### src/rtl/baud_pkg.sv
// Shared constants, divisor configuration type and reset-divisor helper for the baud tick generator.
package baud_pkg;
   localparam real         DEF_CLOCK      = 100.0e6;
   localparam real         DEF_BAUD       = 115200.0;
   localparam int unsigned DEF_OVERSAMPLE = 16;
   localparam int unsigned CFG_DIVW       = 16;
   localparam int unsigned CFG_FRACW      = 4;

   typedef struct packed {
      logic [CFG_DIVW-1:0]  div;
      logic [CFG_FRACW-1:0] frac;
   } baud_cfg_t;

   // Truncating divide: clock cycles per oversample tick.
   function automatic int unsigned calc_div(input real clock, input real baud, input int unsigned os);
      return $unsigned($rtoi(clock / (baud * real'(os))));
   endfunction
endpackage

### src/rtl/baud_frac_acc.sv
// Fractional divisor accumulator: flags the next oversample period as one cycle longer on carry.
// The flag is registered, so it applies to the period that starts after the tick that carried.
module baud_frac_acc #(
   parameter int unsigned FRACW = 4
) (
   input  logic             clk_i,
   input  logic             rst_ni,
   input  logic             clear_i,
   input  logic             tick_i,
   input  logic [FRACW-1:0] frac_i,
   output logic             long_o
);
   logic [FRACW-1:0] acc_q, acc_d;
   logic             long_q, long_d;

   always_comb begin
      acc_d  = acc_q;
      long_d = long_q;
      if (clear_i) begin
         acc_d  = '0;
         long_d = 1'b0;
      end else if (tick_i) begin
         {long_d, acc_d} = {1'b0, acc_q} + {1'b0, frac_i};
      end
   end

   always_ff @(posedge clk_i or negedge rst_ni) begin
      if (!rst_ni) begin
         acc_q  <= '0;
         long_q <= 1'b0;
      end else begin
         acc_q  <= acc_d;
         long_q <= long_d;
      end
   end

   assign long_o = long_q;
endmodule

### src/rtl/baud_tick_gen.sv
// Programmable baud generator: registered oversample, mid-bit and bit-end strobes, one cycle after terminal count.
// Divisor reloads only at bit boundaries or on clear_i; BAUD_FRAC_EN adds a fractional divisor.
module baud_tick_gen
   import baud_pkg::*;
#(
   parameter real         CLOCK      = DEF_CLOCK,
   parameter real         BAUD_RATE  = DEF_BAUD,
   parameter int unsigned OVERSAMPLE = DEF_OVERSAMPLE,
   parameter int unsigned DIVW       = CFG_DIVW,
   parameter int unsigned FRACW      = CFG_FRACW,
   parameter int unsigned DEF_DIV    = calc_div(CLOCK, BAUD_RATE, OVERSAMPLE)
) (
   input  logic                          clk_i,
   input  logic                          rst_ni,
   input  logic                          en_i,
   input  logic                          clear_i,
   input  logic                          div_load_i,
   input  logic [DIVW-1:0]               div_i,
   input  logic [FRACW-1:0]              frac_i,
   output logic                          os_tick_o,
   output logic                          mid_tick_o,
   output logic                          bit_tick_o,
   output logic [$clog2(OVERSAMPLE)-1:0] os_idx_o
);
   localparam int unsigned     IDXW     = $clog2(OVERSAMPLE);
   localparam logic [IDXW-1:0] MID_IDX  = IDXW'(OVERSAMPLE / 2 - 1);
   localparam logic [IDXW-1:0] LAST_IDX = IDXW'(OVERSAMPLE - 1);
   localparam baud_cfg_t       RST_CFG  = '{div: CFG_DIVW'(DEF_DIV), frac: '0};

   logic [DIVW-1:0] cnt_q, cnt_d;
   logic [IDXW-1:0] idx_q, idx_d;
   logic            os_q, os_d, mid_q, mid_d, bit_q, bit_d;
   baud_cfg_t       shadow_q, shadow_d, act_q, act_d, new_cfg;
   logic [DIVW-1:0] div_act, div_m1, term_cnt;
   logic            long_period, os_evt;

   assign new_cfg  = '{div: CFG_DIVW'(div_i), frac: CFG_FRACW'(frac_i)};
   assign div_act  = DIVW'(act_q.div);
   // Divisors of 0 and 1 both mean a tick every enabled cycle.
   assign div_m1   = (div_act > DIVW'(1)) ? div_act - DIVW'(1) : '0;
   assign term_cnt = div_m1 + DIVW'(long_period);
   assign os_evt   = en_i && !clear_i && (cnt_q == term_cnt);

   always_comb begin
      cnt_d    = cnt_q;
      idx_d    = idx_q;
      os_d     = 1'b0;
      mid_d    = 1'b0;
      bit_d    = 1'b0;
      shadow_d = div_load_i ? new_cfg : shadow_q;
      act_d    = act_q;
      if (clear_i) begin
         cnt_d = '0;
         idx_d = '0;
         act_d = shadow_d;
      end else if (os_evt) begin
         cnt_d = '0;
         idx_d = idx_q + 1'b1;
         os_d  = 1'b1;
         mid_d = (idx_q == MID_IDX);
         bit_d = (idx_q == LAST_IDX);
         // Bit boundary: a load arriving in this very cycle already counts for the next bit.
         if (idx_q == LAST_IDX) begin
            act_d = shadow_d;
         end
      end else if (en_i) begin
         cnt_d = cnt_q + 1'b1;
      end
   end

   always_ff @(posedge clk_i or negedge rst_ni) begin
      if (!rst_ni) begin
         cnt_q    <= '0;
         idx_q    <= '0;
         os_q     <= 1'b0;
         mid_q    <= 1'b0;
         bit_q    <= 1'b0;
         shadow_q <= RST_CFG;
         act_q    <= RST_CFG;
      end else begin
         cnt_q    <= cnt_d;
         idx_q    <= idx_d;
         os_q     <= os_d;
         mid_q    <= mid_d;
         bit_q    <= bit_d;
         shadow_q <= shadow_d;
         act_q    <= act_d;
      end
   end

`ifdef BAUD_FRAC_EN
   baud_frac_acc #(.FRACW(FRACW)) u_frac_acc (
      .clk_i   (clk_i),
      .rst_ni  (rst_ni),
      .clear_i (clear_i),
      .tick_i  (os_evt),
      .frac_i  (FRACW'(act_d.frac)),
      .long_o  (long_period)
   );
`else
   logic unused_frac;
   assign long_period = 1'b0;
   assign unused_frac = ^act_q.frac;
`endif

   assign os_tick_o  = os_q;
   assign mid_tick_o = mid_q;
   assign bit_tick_o = bit_q;
   assign os_idx_o   = idx_q;
endmodule

### config.mk
export PLATFORM = sky130hd
export DESIGN_NAME = baud_tick_gen
export DESIGN_NICKNAME = d
export VERILOG_FILES = /design/src/rtl/baud_pkg.sv /design/src/rtl/baud_frac_acc.sv /design/src/rtl/baud_tick_gen.sv
export SDC_FILE = /design/constraint.sdc
export NUM_CORES = 1
export LEC_CHECK = 0
export ABC_AREA = 1
export CAP_MARGIN = 5
export CORE_AREA = 2 2 112 114
export CTS_BUF_LIST = sky130_fd_sc_hd__clkbuf_8
export DETAILED_ROUTE_END_ITERATION = 16
export DIE_AREA = 0 0 114 116
export PLACE_DENSITY = 0.43
export SLEW_MARGIN = 10
export SYNTH_ARGS = -nofsm -noshare
export SYNTH_HDL_FRONTEND = slang
export SYNTH_HIERARCHICAL = 1
export SYNTH_SLANG_ARGS = --single-unit
export TNS_END_PERCENT = 30
### constraint.sdc
create_clock -name clk_i -period 2.7 [get_ports clk_i]
set_input_delay 0.81 -clock clk_i [delete_from_list [all_inputs] [get_ports clk_i]]
set_output_delay 0.81 -clock clk_i [all_outputs]
set_load 0.01 [all_outputs]
Word-level counts from Yosys, hierarchy flattened. Cells that the tools add are included. W data, S select, Z words.

Multipliers: 0. Add/sub/neg operators: 3. Equality and inequality tests: 3. Bitwise operators: 0. Div/mod/pow operators: 0. Mux-type cells: 16. $lt $le $gt $ge: 1. Reductions and logical operators: 7. Shift operators: 0.

Operator list (count): $mux W20 (4); $mux W16 (4); $add A16 B1 Y16 const B (1); $eq A16 B16 Y1 (1); $gt A16 B1 Y1 const B (1); $sub A16 B1 Y16 const B (1); $mux W4 (2); $mux W1 (6); $add A4 B1 Y4 const B (1); $eq A4 B3 Y1 const B (1); $eq A4 B4 Y1 const B (1); $reduce_bool A2 Y1 (2); $reduce_bool A3 Y1 (1); $logic_and A1 B1 Y1 (2); $reduce_and A2 Y1 (1); $logic_not A1 Y1 (1).

ROM bits: 0. Bits in registers: 59. Latch bits: 0. Memory bits (writable): 0. Output and inout bits: 7. Memories: 0. Input port bits: 25.

Depth between registers and ports, before layout. Gate-level depths: netlist (run 1).

Depth after elaboration: 6. Depth in mapped cells: 20. Gate-level depth less buffers: 18.

Least setup slack after synthesis (run 1). Ideal clock, no wire load.

Path kind: reg-to-reg. From: register act_q, in the netlist div_act[1]. To: register act_q, in the netlist div_act[8]. Library setup time: 117 ps. Path slack: 402 ps. Data required time: 2583 ps. Arrival time: 2182 ps. Cell stages (with the launch flop): 21. Cells stage by stage: dfstp_2 inv_1 ha_1 inv_1 nand2_1 nand2_1 nor2_1 nand2_2 buf_6 nand3_1 nand2_1 nand2_1 nor2_1 nand3_1 nor2_4 nand2_4 nand2_4 nand2_4 buf_6 nand2_1 nand2_1.

Longest elaborated chain between the ends: 6. Elaborated cells between the ends (all ways): 7. Those cells by class: 1 x add/sub; 1 x order compare; 1 x eq/ne; 1 x mux; 3 x reduce/logical.

Ends and longest elaborated chain: from (decl) (line baud_tick_gen.sv:33) `baud_cfg_t shadow_q, shadow_d, act_q, act_d, new_cfg;`; from (signal assigned) (line baud_tick_gen.sv:87) `act_q <= act_d;`; $sub A16 B1 Y16 or $gt A16 B1 Y1 (tied branches) (line baud_tick_gen.sv:40) `assign div_m1 = (div_act > DIVW'(1)) ? div_act - DIVW'(1) : '0;`; $mux W16 (*) (line baud_tick_gen.sv:40); $eq A16 B16 Y1 (*) (line baud_tick_gen.sv:42) `assign os_evt = en_i && !clear_i && (cnt_q == term_cnt);`; $logic_and A1 B1 Y1 (*) (line baud_tick_gen.sv:42); $reduce_bool A2 Y1 (no source line) (*); $reduce_and A2 Y1 (no source line) (*).

Every way passes the cells marked *; elsewhere a longest branch is shown, timed or not. A chain may end at the register's enable or synchronous reset.

Final worst setup path (run 1).
From: register act_q, in the netlist div_act[1]. To: register act_q, in the netlist div_act[14].

Same word-level chain as after synthesis.

==> flow_metrics.env, run 1 <==
export IMPL_status="completed"
export IMPL_crit_type="flop to flop"
export IMPL_ant_nets=0
export IMPL_area_growth_pct=19.49
export IMPL_p_total_mw=2.106
export IMPL_htree_levels=2
export IMPL_final_cell_mix="nand2_1, nand3_1, nor2_1, dfrtp_1, inv_1"
export IMPL_r2r_slack_ns=0.24
export IMPL_cts_buffer_depth=2
export IMPL_syn_cell_area_sq_um=3313
export IMPL_seq_area_sq_um=1386
export IMPL_multi_input_area_sq_um=1723
export IMPL_place_inst=610
export IMPL_p_per_area_nw_per_um2=532.1
export IMPL_yosysWarnings=6
export IMPL_start_util_pct=27.82
export IMPL_max_freq_mhz=406.2
export IMPL_fillerInstances=1309
export IMPL_rsz0062_at_grt="no"
export IMPL_layout_min_cycle_time_ns=2.462
export IMPL_num_antenna_cells=0
export IMPL_core_area_sq_um=11910
export IMPL_start_kind="flop"
export IMPL_antenna_found_initial=0
export IMPL_root_buffer="clkbuf_8"
export IMPL_path_clk_slew_ns=0.10
export IMPL_worstHoldPathType="flop to flop"
export IMPL_grt_pass1_vias=2864
export IMPL_synth_async_reset_ratio_pct=100.0
export IMPL_hp_start="div_act[1]$_DFFE_PN1P_"
export IMPL_numCtsBuffers=5
export IMPL_synth_seq_cells=55
export IMPL_grt_pass1_wl_microns=13340
export IMPL_die_area_sq_um=13220
export IMPL_die_y_microns=116
export IMPL_globalplace_congestion=0.8088
export IMPL_cap_violations=0
export IMPL_worstMarginPinSlew_ns=0.7054
export IMPL_detailed_place_hpwl_microns=6049
export IMPL_fin_crit_sh_pct=91.17
export IMPL_reg2reg_depth=19
export IMPL_vias=2840
export IMPL_placed_cell_area_sq_um=3825
export IMPL_rows=40
export IMPL_finalClockSkew_ns=0.01145
export IMPL_r2r_end="div_act[14]$_DFFE_PN0P_"
export IMPL_maxSlewViolCount=0
export IMPL_slew_headroom_pct=52.98
export IMPL_post_route_drc_count=0
export IMPL_worst_ep_arrival_time_ns=2.68
export IMPL_final_cells=618
export IMPL_min_path_cells=2
export IMPL_grt_ovfl_total=0
export IMPL_grt_usage_pct=12.85
export IMPL_seq_area_frac_synth_pct=41.84
export IMPL_finalSetupViolations=0
export IMPL_postSynthCellCount=433
export IMPL_routed_wl_microns=7738
export IMPL_grt_max_degree=56
export IMPL_synth_nets=462
export IMPL_crit_required_ns=2.92
export IMPL_wire_per_inst_microns=12.52
export IMPL_cts_tree="built"
export IMPL_fin_tns_setup_ns=0
export IMPL_portBuffers=27
export IMPL_finalHoldViolations=0
export IMPL_numClockSinks=55
export IMPL_ys_dominant_reg_cell="dfrtp_1"
export IMPL_worstSkewPairLatency_ns=0.33
export IMPL_end_kind="flop"
export IMPL_critPathMaxFanout=23
export IMPL_vdd_ir_drop_worst_mv=0.3090
export IMPL_hold_buffers=0
export IMPL_final_nets=499
export IMPL_synth_area_per_cell_sq_um=7.652
export IMPL_final_core_util_pct=33.24
export IMPL_dr_pass1_iters=4
export IMPL_finish_instance_area_sq_um=3959
export IMPL_postCtsSetupBuffers=0
export IMPL_synth_edf_count=0
export IMPL_layout_commonest_cell="nand2_1"
export IMPL_leakagePower_nw=1.851
export IMPL_cp_startpoint="div_act[1]$_DFFE_PN1P_"
export IMPL_ys_types=34
export IMPL_ios=32
export IMPL_drive_gt1_share_pct=14.44
export IMPL_r2r_start="div_act[1]$_DFFE_PN1P_"
export IMPL_vias_per_cell=4.595
export IMPL_fp_dieW_microns=114
export IMPL_dr_first_iter_drc_count=79
export IMPL_worstHoldEndpoint="div_act[1]$_DFFE_PN1P_"
-- final cells by class --
cell class	instances	area share, %
Inverter	43	4.077
Tap cell	147	4.646
Timing Repair Buffer	39	9.924
Sequential cell	55	35.02
Multi-Input combinational cell	326	43.52
Clock inverter	3	1.075
Clock buffer	5	1.738
-- flip-flops by register name, indices dropped and copies added, names as in the netlist --
register,flops
cnt_q,16
div_act,16
shadow_q,16
os_idx_o,4
bit_tick_o,1
mid_tick_o,1
os_tick_o,1
-- metal layers --
layer / track usage [%] / vias to the layer above / part of all wire [%]
li1: - / 1459 / -
met1: 16.86 / 1342 / 49
met2: 21.31 / 31 / 45
met3: 2.510 / 8 / 3.9
met4: 4.390 / 0 / 1.4
met5: 0 / - / 0
-- cell usage after synthesis (5+ instances only) --
library cell / count / area (sq um)
nor2_1: 52 / 195.2
nand3_1: 52 / 260.3
nor3_1: 8 / 40.04
inv_1: 41 / 153.9
dfrtp_1: 47 / 1176
nand4_1: 11 / 68.82
nand2_1: 131 / 491.7
nor2_2: 6 / 37.54
o21ai_0: 5 / 25.02
dfstp_2: 8 / 210.2
mux2_2: 16 / 180.2
xor2_1: 14 / 122.6
-- cell families after synthesis --
kind of cell    count (synthesis)  synth area share [%]
buf+inv                        52                 6.835
compound gates                 14                 2.341
flops                          55                 41.84
xor+xnor                       15                 4.192
fa+ha+maj                       4                 1.511
simple gates                  277                 37.84
mux                            16                 5.438
-- worst max path at each step --
stage	cells after the start	to
floorplan	20	div_act[8]$_DFFE_PN0P_
global placement	12	div_act[15]$_DFFE_PN0P_
detailed placement	12	div_act[15]$_DFFE_PN0P_
CTS	16	div_act[14]$_DFFE_PN0P_
global route	19	div_act[14]$_DFFE_PN0P_
finish	19	div_act[14]$_DFFE_PN0P_
-- where the power goes --
part           internal (mW)  switching, mW
clock network          0.277          0.299
registers              0.907         0.0685
logic                  0.226          0.329
total                   1.41          0.696
-- stage by stage --
step | setup slack, ns | hold slack [ns]
after global placement | 0.06011 | 0.4662
after detailed placement | 0.02582 | 0.4702
after global routing | 0.01602 | 0.5112
after CTS | 0.1252 | 0.4859
final | 0.2384 | 0.4796
after floorplan | 0.4015 | 0.4493
-- critical path, cell delays in order (launching register included) --
cell,delay [ns]
dfstp_2,0.55
inv_1,0.05
ha_2,0.20
inv_1,0.06
nand2_1,0.05
nand2_1,0.05
nor2_1,0.04
nand2_2,0.08
buf_12,0.16
nand3_1,0.09
nand2_1,0.06
nand2_1,0.07
nor2_1,0.10
nand3_1,0.14
nor2_4,0.15
nand2_4,0.09
nand2_4,0.11
nand2_4,0.13
nand2_1,0.10
nand2_1,0.05
-- timing repair --
item                                    4_1_cts  5_1_grt
endpoints found under the hold margin         0        0
gates resized for setup                       0        6
endpoints found under the setup margin        0       32
Power figures use the tool's default switching activity.
==> inputs of run 2 (changes only) <==
Settings changed: CAP_MARGIN 5 to unset.
==> results of run 2 <==
The final DEF is identical to that of run 1; final timing and power are the same.
